--- config.mk ---
export PLATFORM = sky130hd
export DESIGN_NAME = seg7_scan_capture
export DESIGN_NICKNAME = d
export VERILOG_FILES = /design/src/rtl/seg7_scan_capture.sv
export SDC_FILE = /design/constraint.sdc
export NUM_CORES = 1
export LEC_CHECK = 0
export ABC_CLOCK_PERIOD_IN_PS = 3800
export CAP_MARGIN = 20
export CELL_PAD_IN_SITES_DETAIL_PLACEMENT = 0
export CELL_PAD_IN_SITES_GLOBAL_PLACEMENT = 1
export CORE_MARGIN = 5
export CORE_UTILIZATION = 44
export CTS_CLUSTER_SIZE = 25
export DETAILED_ROUTE_END_ITERATION = 8
export PLACE_DENSITY = 0.85
export SLEW_MARGIN = 40
export SYNTH_ARGS = -nofsm -noshare
export SYNTH_HDL_FRONTEND = slang
export SYNTH_SLANG_ARGS = --single-unit
--- constraint.sdc ---
create_clock -name clk -period 3.8 [get_ports clk]
set_clock_uncertainty 0.15 [all_clocks]
set_input_delay 0.95 -clock clk [delete_from_list [all_inputs] [get_ports clk]]
set_output_delay 0.95 -clock clk [all_outputs]
set_load 0.02 [all_outputs]
--- src/rtl/seg7_scan_capture.sv ---
// seg7_scan_capture: receive-side monitor for a scanned 7-seg bus.
// Qualifies digits by stability and rebuilds 4-digit frames.
module seg7_scan_capture #(
  parameter int STABLE_CYCLES = 16,
  parameter int TIMEOUT_W     = 18
) (
  input  logic        clk,
  input  logic        clr_n,
  input  logic [3:0]  an,
  input  logic [6:0]  a_to_g,
  output logic [15:0] digits,
  output logic [3:0]  blank,
  output logic [3:0]  err,
  output logic        frame_valid,
  output logic        stale
);

  localparam int CW = $clog2(STABLE_CYCLES + 1);
  localparam logic [CW-1:0] CNT_ONE  = CW'(1);
  localparam logic [CW-1:0] CNT_LAST = CW'(STABLE_CYCLES - 1);

  typedef enum logic [1:0] {
    IDLE  = 2'd0,
    TRACK = 2'd1,
    HOLD  = 2'd2
  } state_t;

  // registered bus copies
  logic [3:0] an_q;
  logic [6:0] seg_q;

  // tracker state
  state_t          state;
  logic [3:0]      ref_an;
  logic [6:0]      ref_seg;
  logic [CW-1:0]   cnt;

  // frame assembly
  logic [15:0]     sh_digits;
  logic [3:0]      sh_blank;
  logic [3:0]      sh_err;
  logic [3:0]      seen;
  logic [TIMEOUT_W-1:0] timer;

  // combinational helpers
  logic            strobe_ok;
  logic            same;
  logic            capture;
  logic            frame_now;
  logic [1:0]      slot;
  logic [3:0]      slot_oh;
  logic [3:0]      dec_val;
  logic            dec_blank;
  logic            dec_err;
  logic [3:0]      cap_mask;
  logic [TIMEOUT_W-1:0] timer_nx;

  // register the raw bus once before any decision
  always_ff @(posedge clk) begin
    if (!clr_n) begin
      an_q  <= 4'b0000;
      seg_q <= 7'b0000000;
    end else begin
      an_q  <= an;
      seg_q <= a_to_g;
    end
  end

  // strobe qualification and slot select
  always_comb begin
    strobe_ok = 1'b0;
    slot      = 2'd0;
    unique case (an_q)
      4'b1110: begin strobe_ok = 1'b1; slot = 2'd0; end
      4'b1101: begin strobe_ok = 1'b1; slot = 2'd1; end
      4'b1011: begin strobe_ok = 1'b1; slot = 2'd2; end
      4'b0111: begin strobe_ok = 1'b1; slot = 2'd3; end
      default: begin strobe_ok = 1'b0; slot = 2'd0; end
    endcase
    slot_oh = strobe_ok ? ~an_q : 4'b0000;
  end

  // active-low segment pattern back to a hex value
  always_comb begin
    dec_val   = 4'h0;
    dec_blank = 1'b0;
    dec_err   = 1'b0;
    case (seg_q)
      7'b0000001: dec_val = 4'h0;
      7'b1001111: dec_val = 4'h1;
      7'b0010010: dec_val = 4'h2;
      7'b0000110: dec_val = 4'h3;
      7'b1001100: dec_val = 4'h4;
      7'b0100100: dec_val = 4'h5;
      7'b0100000: dec_val = 4'h6;
      7'b0001111: dec_val = 4'h7;
      7'b0000000: dec_val = 4'h8;
      7'b0000100: dec_val = 4'h9;
      7'b0001000: dec_val = 4'hA;
      7'b1100000: dec_val = 4'hB;
      7'b0110001: dec_val = 4'hC;
      7'b1000010: dec_val = 4'hD;
      7'b0110000: dec_val = 4'hE;
      7'b0111000: dec_val = 4'hF;
      7'b1111111: dec_blank = 1'b1;
      default:    dec_err   = 1'b1;
    endcase
  end

  // capture fires on the 16th identical sample
  always_comb begin
    same      = ({an_q, seg_q} == {ref_an, ref_seg});
    capture   = (state == TRACK) && strobe_ok &&
                same && (cnt == CNT_LAST);
    frame_now = (seen == 4'b1111);
    cap_mask  = capture ? slot_oh : 4'b0000;
    if (frame_now) begin
      timer_nx = '0;
    end else if (&timer) begin
      timer_nx = timer;
    end else begin
      timer_nx = timer + 1'b1;
    end
  end

  // stability tracker FSM
  always_ff @(posedge clk) begin
    if (!clr_n) begin
      state   <= IDLE;
      ref_an  <= 4'b0000;
      ref_seg <= 7'b0000000;
      cnt     <= '0;
    end else begin
      unique case (state)
        IDLE: begin
          if (strobe_ok) begin
            state   <= TRACK;
            ref_an  <= an_q;
            ref_seg <= seg_q;
            cnt     <= CNT_ONE;
          end
        end
        TRACK: begin
          if (!strobe_ok) begin
            state <= IDLE;
          end else if (!same) begin
            ref_an  <= an_q;
            ref_seg <= seg_q;
            cnt     <= CNT_ONE;
          end else if (cnt == CNT_LAST) begin
            state <= HOLD;
            cnt   <= cnt + 1'b1;
          end else begin
            cnt <= cnt + 1'b1;
          end
        end
        HOLD: begin
          if (!strobe_ok) begin
            state <= IDLE;
          end else if (!same) begin
            state   <= TRACK;
            ref_an  <= an_q;
            ref_seg <= seg_q;
            cnt     <= CNT_ONE;
          end
        end
        default: begin
          state <= IDLE;
        end
      endcase
    end
  end

  // shadow slots and seen mask
  always_ff @(posedge clk) begin
    if (!clr_n) begin
      sh_digits <= 16'h0000;
      sh_blank  <= 4'b0000;
      sh_err    <= 4'b0000;
      seen      <= 4'b0000;
    end else begin
      if (capture) begin
        sh_digits[{slot, 2'b00} +: 4] <= dec_val;
        sh_blank[slot] <= dec_blank;
        sh_err[slot]   <= dec_err;
      end
      if (frame_now) begin
        seen <= cap_mask;
      end else begin
        seen <= seen | cap_mask;
      end
    end
  end

  // frame publish and stale timer
  always_ff @(posedge clk) begin
    if (!clr_n) begin
      digits      <= 16'h0000;
      blank       <= 4'b0000;
      err         <= 4'b0000;
      frame_valid <= 1'b0;
      timer       <= '0;
      stale       <= 1'b0;
    end else begin
      frame_valid <= frame_now;
      if (frame_now) begin
        digits <= sh_digits;
        blank  <= sh_blank;
        err    <= sh_err;
      end
      timer <= timer_nx;
      stale <= &timer_nx;
    end
  end

endmodule

==> impl_metrics.csv, run 1 <==
group,metric,value,unit
outcome,status,"completed",
clocking,cts_setup_buffers,0,
route,ant_nets,0,
floorplan,num_rows,38,
yosys,synthArstFlopShare,0,
grt,grt_max_degree,97,
grt,groute.usage.overall,0.153,
floorplan,initial_core_util,0.448,
critical_path,path_class,"register to register",
critical_path,r2r-start,"timer[0]",
sta,setup_viol,0,
sta,tns,0,ns
route,dr.pass1.iters,5,
floorplan,die_w,115,um
sta,slew_headroom,0.476,
placed_design,portBuffers,38,
floorplan,die_area,13200,um^2
finish,fillers,1014,
yosys,yosysUniqueCellTypes,68,
critical_path,worstPathMaxFanout,8,
sta,slew_violations,0,
yosys,synth_nets,604,
clocking,cts.htree.levels,3,
yosys,synth_top_family_by_area,"simple AND/OR/NAND/NOR gates",
sta,hold_ws,0.317,ns
route,wl,9850,um
power,p_leak,2.10,nW
clocking,cts_sinks,101,
yosys,synthSimpleGateAreaFrac,0.271,
clocking,cts_tree,"yes",
critical_path,cp.required,3.94,ns
sta,hold_viol_final,0,
clocking,cts-buffers-inserted,9,
sta,fin_crit_sh,0.781,
finish,nets,617,
finish,diodes,0,
route,vias,3920,
min_path,worstHoldPathType,"register to register",
floorplan,coreArea,10800,um^2
yosys,ys_seq_elements,101,
sta,grt_setup_unrepaired,"no",
clocking,post_cts_resized,0,
power,ir_worst_vdd,0.396,mV
clocking,clkTransAtPathRegs,0.10,ns
min_path,whs_endpoint,"digits[13]",
sta,worst_slew_pin_slew,0.774,ns
critical_path,rr_endpoint,"stale",
placed_design,dpl.hpwl,6880,um
yosys,synth_fa_ha_area_frac,0.0283,
critical_path,crit_arrival,3.11,ns
clocking,root_buffer,"clkbuf_8",
finish,syn2layout_area_growth,13.1,%
clocking,clk_latency,0.37,ns
power,power_density,360,nW/um^2
sta,post-route-min-period,2.97,ns
yosys,ys_warn_count,0,
placed_design,place_congestion,0.902,
grt,grt_pass1_wl,16700,um
clocking,cts_max_path_buffers,2,
floorplan,dieHeight,115,um
floorplan,io_pins,39,
yosys,syn_area,4860,um^2
grt,overflow,0,
route,drt_iter0_drc,238,
yosys,synth.area.mux_share,0.0597,
critical_path,reg2reg_depth,7,
critical_path,r2r_setup_slack,0.83,ns
yosys,synth_compound_gate_area_share,0.143,
grt,grt_pass1_vias,3507,
finish,final_layout_size_suffix_gt1_frac,0.0619,
flow_run,cap_violations,0,
yosys,synth_xor_area_frac,0.0396,
yosys,seq_area_frac_synth,0.416,
critical_path,endpoint_kind,"register",
min_path,holdPathStages,2,
yosys,avgSynthCellArea,8.38,um^2
yosys,synth_edf_count,0,
yosys,synth_flop_cell,"dfxtp_1",
route,drc,0,
route,wl_per_cell,13.3,um
grt,antenna_found_initial,0,
clocking,postCtsHoldBufs,0,
min_path,min_from,"digits[13]",
sta,max_freq,337,MHz
route,vias_per_cell,5.31,
critical_path,startpoint_type,"register",
yosys,netlist_instances,580,
-- cell usage after synthesis (2+ instances only) --
master,number,area (um^2)
a21boi_0,25,188
or2_2,3,18.8
a22oi_1,2,15.0
a21oi_1,12,60.1
buf_4,2,15.0
and4b_1,2,20.0
clkbuf_2,2,10.0
and4_1,5,43.8
inv_1,11,41.3
and2_1,16,100
mux2i_1,29,290
o211ai_1,3,22.5
o21ai_0,23,115
nand3_1,24,120
xnor2_1,6,52.6
ha_1,11,138
clkbuf_1,30,113
a211o_1,2,17.5
nand2b_1,3,18.8
o21bai_1,2,15.0
nor3b_1,3,22.5
and3_2,2,15.0
o2111ai_1,2,17.5
nand4_1,5,31.3
buf_2,2,10.0
or4_1,2,15.0
nor2b_1,6,37.5
a22o_1,2,17.5
nand3b_1,3,22.5
a211oi_1,4,30.0
nor2_1,34,128
and3_1,7,43.8
nand2_1,124,465
nor4_1,4,25.0
dfxtp_1,101,2020
xor2_1,16,140
nor3_1,9,45.0
a31oi_1,10,62.6
o32ai_1,2,17.5
-- layout by cell type (no fill, tap or decap), drive strengths merged, types with 4 or more instances in the layout --
| master | netlist | routed |
|---|---|---|
| or4 | 4 | 4 |
| nand3 | 24 | 24 |
| and3 | 9 | 9 |
| nor2 | 34 | 34 |
| and4 | 6 | 6 |
| mux2i | 29 | 29 |
| a211oi | 5 | 5 |
| and2 | 17 | 17 |
| dfxtp | 101 | 101 |
| nor3 | 9 | 9 |
| xor2 | 16 | 16 |
| nand4 | 6 | 6 |
| nor2b | 6 | 6 |
| ha | 11 | 11 |
| a21boi | 25 | 25 |
| clkbuf | 33 | 9 |
| xnor2 | 6 | 6 |
| nor4 | 5 | 5 |
| a21oi | 12 | 12 |
| clkdlybuf4s50 | 0 | 37 |
| inv | 11 | 13 |
| a31oi | 10 | 10 |
| o21ai | 23 | 23 |
| nand2 | 124 | 124 |
-- stage by stage --
step	setup WS (ns)	std cells	power (mW)	util	area, um^2
after CTS	0.838	738	2.01	0.506	5490
final	0.833	738	1.98	0.507	5500
after floorplan	1.11	580	1.20	-	4860
after global placement	0.969	722	1.23	0.485	5260
after global routing	0.683	738	2.06	0.507	5500
after detailed placement	0.860	722	1.23	0.485	5260
-- layout make-up --
cell class              count  area [um^2]  share of cell area
clock inverters             7          105              0.0191
multi-input cells         430         2630               0.479
flip-flops and latches    101         2020               0.368
inverters                  11         41.3             0.00751
clock buffers               9          124              0.0225
well taps                 140          175              0.0319
repair buffers             40          394              0.0717
-- per-layer routing --
| layer | up-vias | share of wire | global-route usage |
|---|---|---|---|
| li1 | 2031 | - | - |
| met1 | 1777 | 0.49 | 0.212 |
| met2 | 94 | 0.44 | 0.233 |
| met3 | 18 | 0.053 | 0.0384 |
| met4 | 0 | 0.018 | 0.0540 |
| met5 | - | 0 | 0 |
-- cells by family after synthesis --
kind of cell    after synthesis
buf+inv                      49
compound gates              102
xor+xnor                     22
simple gates                266
fa+ha+maj                    11
mux                          29
flops                       101
-- report_power, final --
group          switching [mW]  internal [mW]
combinational          0.0626         0.0507
sequential             0.0264           1.07
clock                   0.386          0.380
-- state kept, by name (all words and copies together) (netlist names), 4 cells and up --
signal and cells:
timer 18, seg_q 7, cnt 5, sh_blank 4
blank 4, sh_err 4, err 4, an_q 4
seen 4, ref_an 4, ref_seg 7, sh_digits 16
digits 16
-- worst max path at each step --
| stage | slack (ns) | end | depth (start not counted) | from |
|---|---|---|---|---|
| finish | 0.83 | stale | 7 | timer[0] |
| global route | 0.68 | stale | 7 | timer[0] |
| CTS | 0.84 | stale | 7 | timer[0] |
| detailed placement | 0.86 | stale | 7 | timer[0] |
| global placement | 0.97 | stale | 7 | timer[0] |
| floorplan | 1.11 | stale | 9 | timer[0] |
-- worst max-delay path: stages (launching register included) --
cell      delay [ns]
dfxtp_1         0.46
ha_1            0.35
and4_1          0.40
a21oi_1         0.10
o21bai_1        0.18
or4_1           0.54
or4_1           0.53
nor4_2          0.20
Note: power is estimated with default switching activity, not from simulation.
==> run 2: changes to the inputs <==
--- a/config.mk
+++ b/config.mk
@@ -5,15 +5,15 @@
 export SDC_FILE = /design/constraint.sdc
 export NUM_CORES = 1
 export LEC_CHECK = 0
-export ABC_CLOCK_PERIOD_IN_PS = 3800
+export ABC_CLOCK_PERIOD_IN_PS = 2400
 export CAP_MARGIN = 20
 export CELL_PAD_IN_SITES_DETAIL_PLACEMENT = 0
 export CELL_PAD_IN_SITES_GLOBAL_PLACEMENT = 1
 export CORE_MARGIN = 5
-export CORE_UTILIZATION = 44
+export CORE_UTILIZATION = 40
 export CTS_CLUSTER_SIZE = 25
 export DETAILED_ROUTE_END_ITERATION = 8
-export PLACE_DENSITY = 0.85
+export PLACE_DENSITY = 0.81
 export SLEW_MARGIN = 40
 export SYNTH_ARGS = -nofsm -noshare
 export SYNTH_HDL_FRONTEND = slang
==> constraint.sdc (replaced) <==
create_clock -name clk -period 2.4 [get_ports clk]
set_clock_uncertainty 0.15 [all_clocks]
set_input_delay 0.6 -clock clk [delete_from_list [all_inputs] [get_ports clk]]
set_output_delay 0.6 -clock clk [all_outputs]
set_load 0.02 [all_outputs]
==> impl_metrics.csv, run 2 (synthesized netlist as in run 1, its figures left out) <==
group,metric,value,unit
outcome,status,"finished, violations left",
outcome,violations,"negative setup slack",
clocking,clkTransAtPathRegs,0.07,ns
power,power_density,559,nW/um^2
floorplan,coreArea,12000,um^2
finish,post-route-util,0.506,
critical_path,reg2reg_depth,8,
sta,max_freq,402,MHz
finish,mostFrequentLayoutCell,"nand2_1",
critical_path,r2r_setup_slack,-0.09,ns
route,dr_wl_met3,404,um
grt,antenna_found_initial,0,
critical_path,crit_chain,"nand4_1 -> buf_4 -> buf_4 -> nor3_4 -> o21bai_1 -> or4_1 -> or4_1 -> nor4_2",
grt,overflow,0,
finish,fillers,1140,
route,dr.pass1.iters,4,
finish,diodes,0,
finish,nets,667,
placed_design,dpl.hpwl,7920,um
placed_design,dpl_cell_area,5650,um^2
flow_run,cap_violations,0,
critical_path,startpoint_type,"register",
sta,setup_ws,-0.0902,ns
power,power,3.38,mW
clocking,clk_latency,0.35,ns
placed_design,place_ws,-0.0569,ns
route,drt_iter0_drc,363,
floorplan,initial_core_util,0.406,
critical_path,critPathTopFamily,"simple AND/OR/NAND/NOR gates",
finish,layout.cells.non_filler,795,
clocking,cts.htree.levels,3,
sta,hold_viol_final,0,
finish,ff_latch_area,2040,um^2
grt,grt_max_degree,96,
sta,worst_slew_pin_slew,0.670,ns
min_path,worstHoldPathType,"register to register",
route,dr_wl_met2,5220,um
finish,largest_reg_flops,18,
clocking,cts_tree,"yes",
floorplan,io_pins,39,
finish,multi_input_area,2710,um^2
placed_design,portBuffers,38,
finish,syn2layout_area_growth,24.4,%
critical_path,cp.depth,8,
grt,groute.usage.overall,0.154,
critical_path,worstPathMaxFanout,3,
route,wl_per_cell,13.9,um
critical_path,slowest_stage,"or4_1",
floorplan,num_rows,40,
floorplan,dieHeight,120,um
route,vias,4133,
critical_path,crit_arrival,2.61,ns
power,p_leak,2.41,nW
route,drc,0,
placed_design,place_congestion,0.857,
grt,grt_pass1_vias,3920,
min_path,holdPathStages,2,
sta,grt_setup_unrepaired,"yes",
sta,slew_violations,0,
clocking,cts-buffers-inserted,9,
finish,top_regs,"timer: 18 flops, digits: 16 flops, sh_digits: 16 flops",
sta,setup_viol,1,
route,ant_nets,0,
floorplan,die_area,14500,um^2
sta,post-route-min-period,2.49,ns
finish,final_layout_size_suffix_gt1_frac,0.167,
grt,grt_pass1_wl,18500,um
clocking,cts_max_path_buffers,2,
sta,fin_crit_sh,1.04,
clocking,cts_sinks,101,
critical_path,cp.required,2.52,ns
route,dr.max_layer_used,"met4",
critical_path,path_class,"register to register",
critical_path,endpoint_kind,"register",
finish,regMostFlops,"timer",
sta,slew_headroom,0.547,
placed_design,dp.cells,773,
route,wl,11100,um
power,ir_worst_vdd,0.273,mV
critical_path,cpPeakStageDelay,0.56,ns
route,wl_met1,5270,um
route,vias_per_cell,5.20,
critical_path,path_buf_inv,2,
floorplan,die_w,120,um
clocking,root_buffer,"clkbuf_16",
clocking,postCtsHoldBufs,0,
finish,final_area,6050,um^2
finish,final_cell_mix,"nand2_1 (119), dfxtp_1 (91), buf_4 (50), clkdlybuf4s50_1 (37), nor2_1 (34)",
run 2: repair_timing:
action	4_1_cts	5_1_grt
gates resized for setup	2	21
pin swaps	1	4
setup buffers	2	4
setup endpoints to repair	1	31
run 2: where the power goes:
group	switching, mW	total, mW	internal, mW
Combinational	0.130	0.243	0.113
Sequential	0.0262	1.72	1.70
Clock	0.689	1.41	0.725
run 2: worst paths after layout:
kind | startpoint | to
setup / recovery | timer[9] | stale
hold / removal | blank[0] | blank[0]
setup reg to reg | timer[9] | stale
hold reg to reg | blank[0] | blank[0]
run 2: through the flow:
step / hold WS [ns] / TNS (ns)
after floorplan: 0.288 / 0
after global placement: 0.298 / 0
after detailed placement: 0.303 / -0.0569
after CTS: 0.313 / 0
after global routing: 0.332 / -0.175
final: 0.310 / -0.0902
run 2: metal layers:
metal / up-vias / global-route usage
li1: 2144 / -
met1: 1897 / 0.212
met2: 77 / 0.244
met3: 15 / 0.0276
met4: 0 / 0.0538
met5: - / 0
run 2: area by class of cell:
cell class / instances / area share
inverters: 11 / 0.00683
flip-flops and latches: 101 / 0.337
clock inverters: 6 / 0.00890
well taps: 147 / 0.0304
clock buffers: 10 / 0.0379
repair buffers: 90 / 0.131
multi-input cells: 430 / 0.448
run 2: worst min-delay path, cell delays in order (launching register included):
cell and delay, ns:
dfxtp_1 0.31, nand2_1 0.04, a21boi_0 0.06
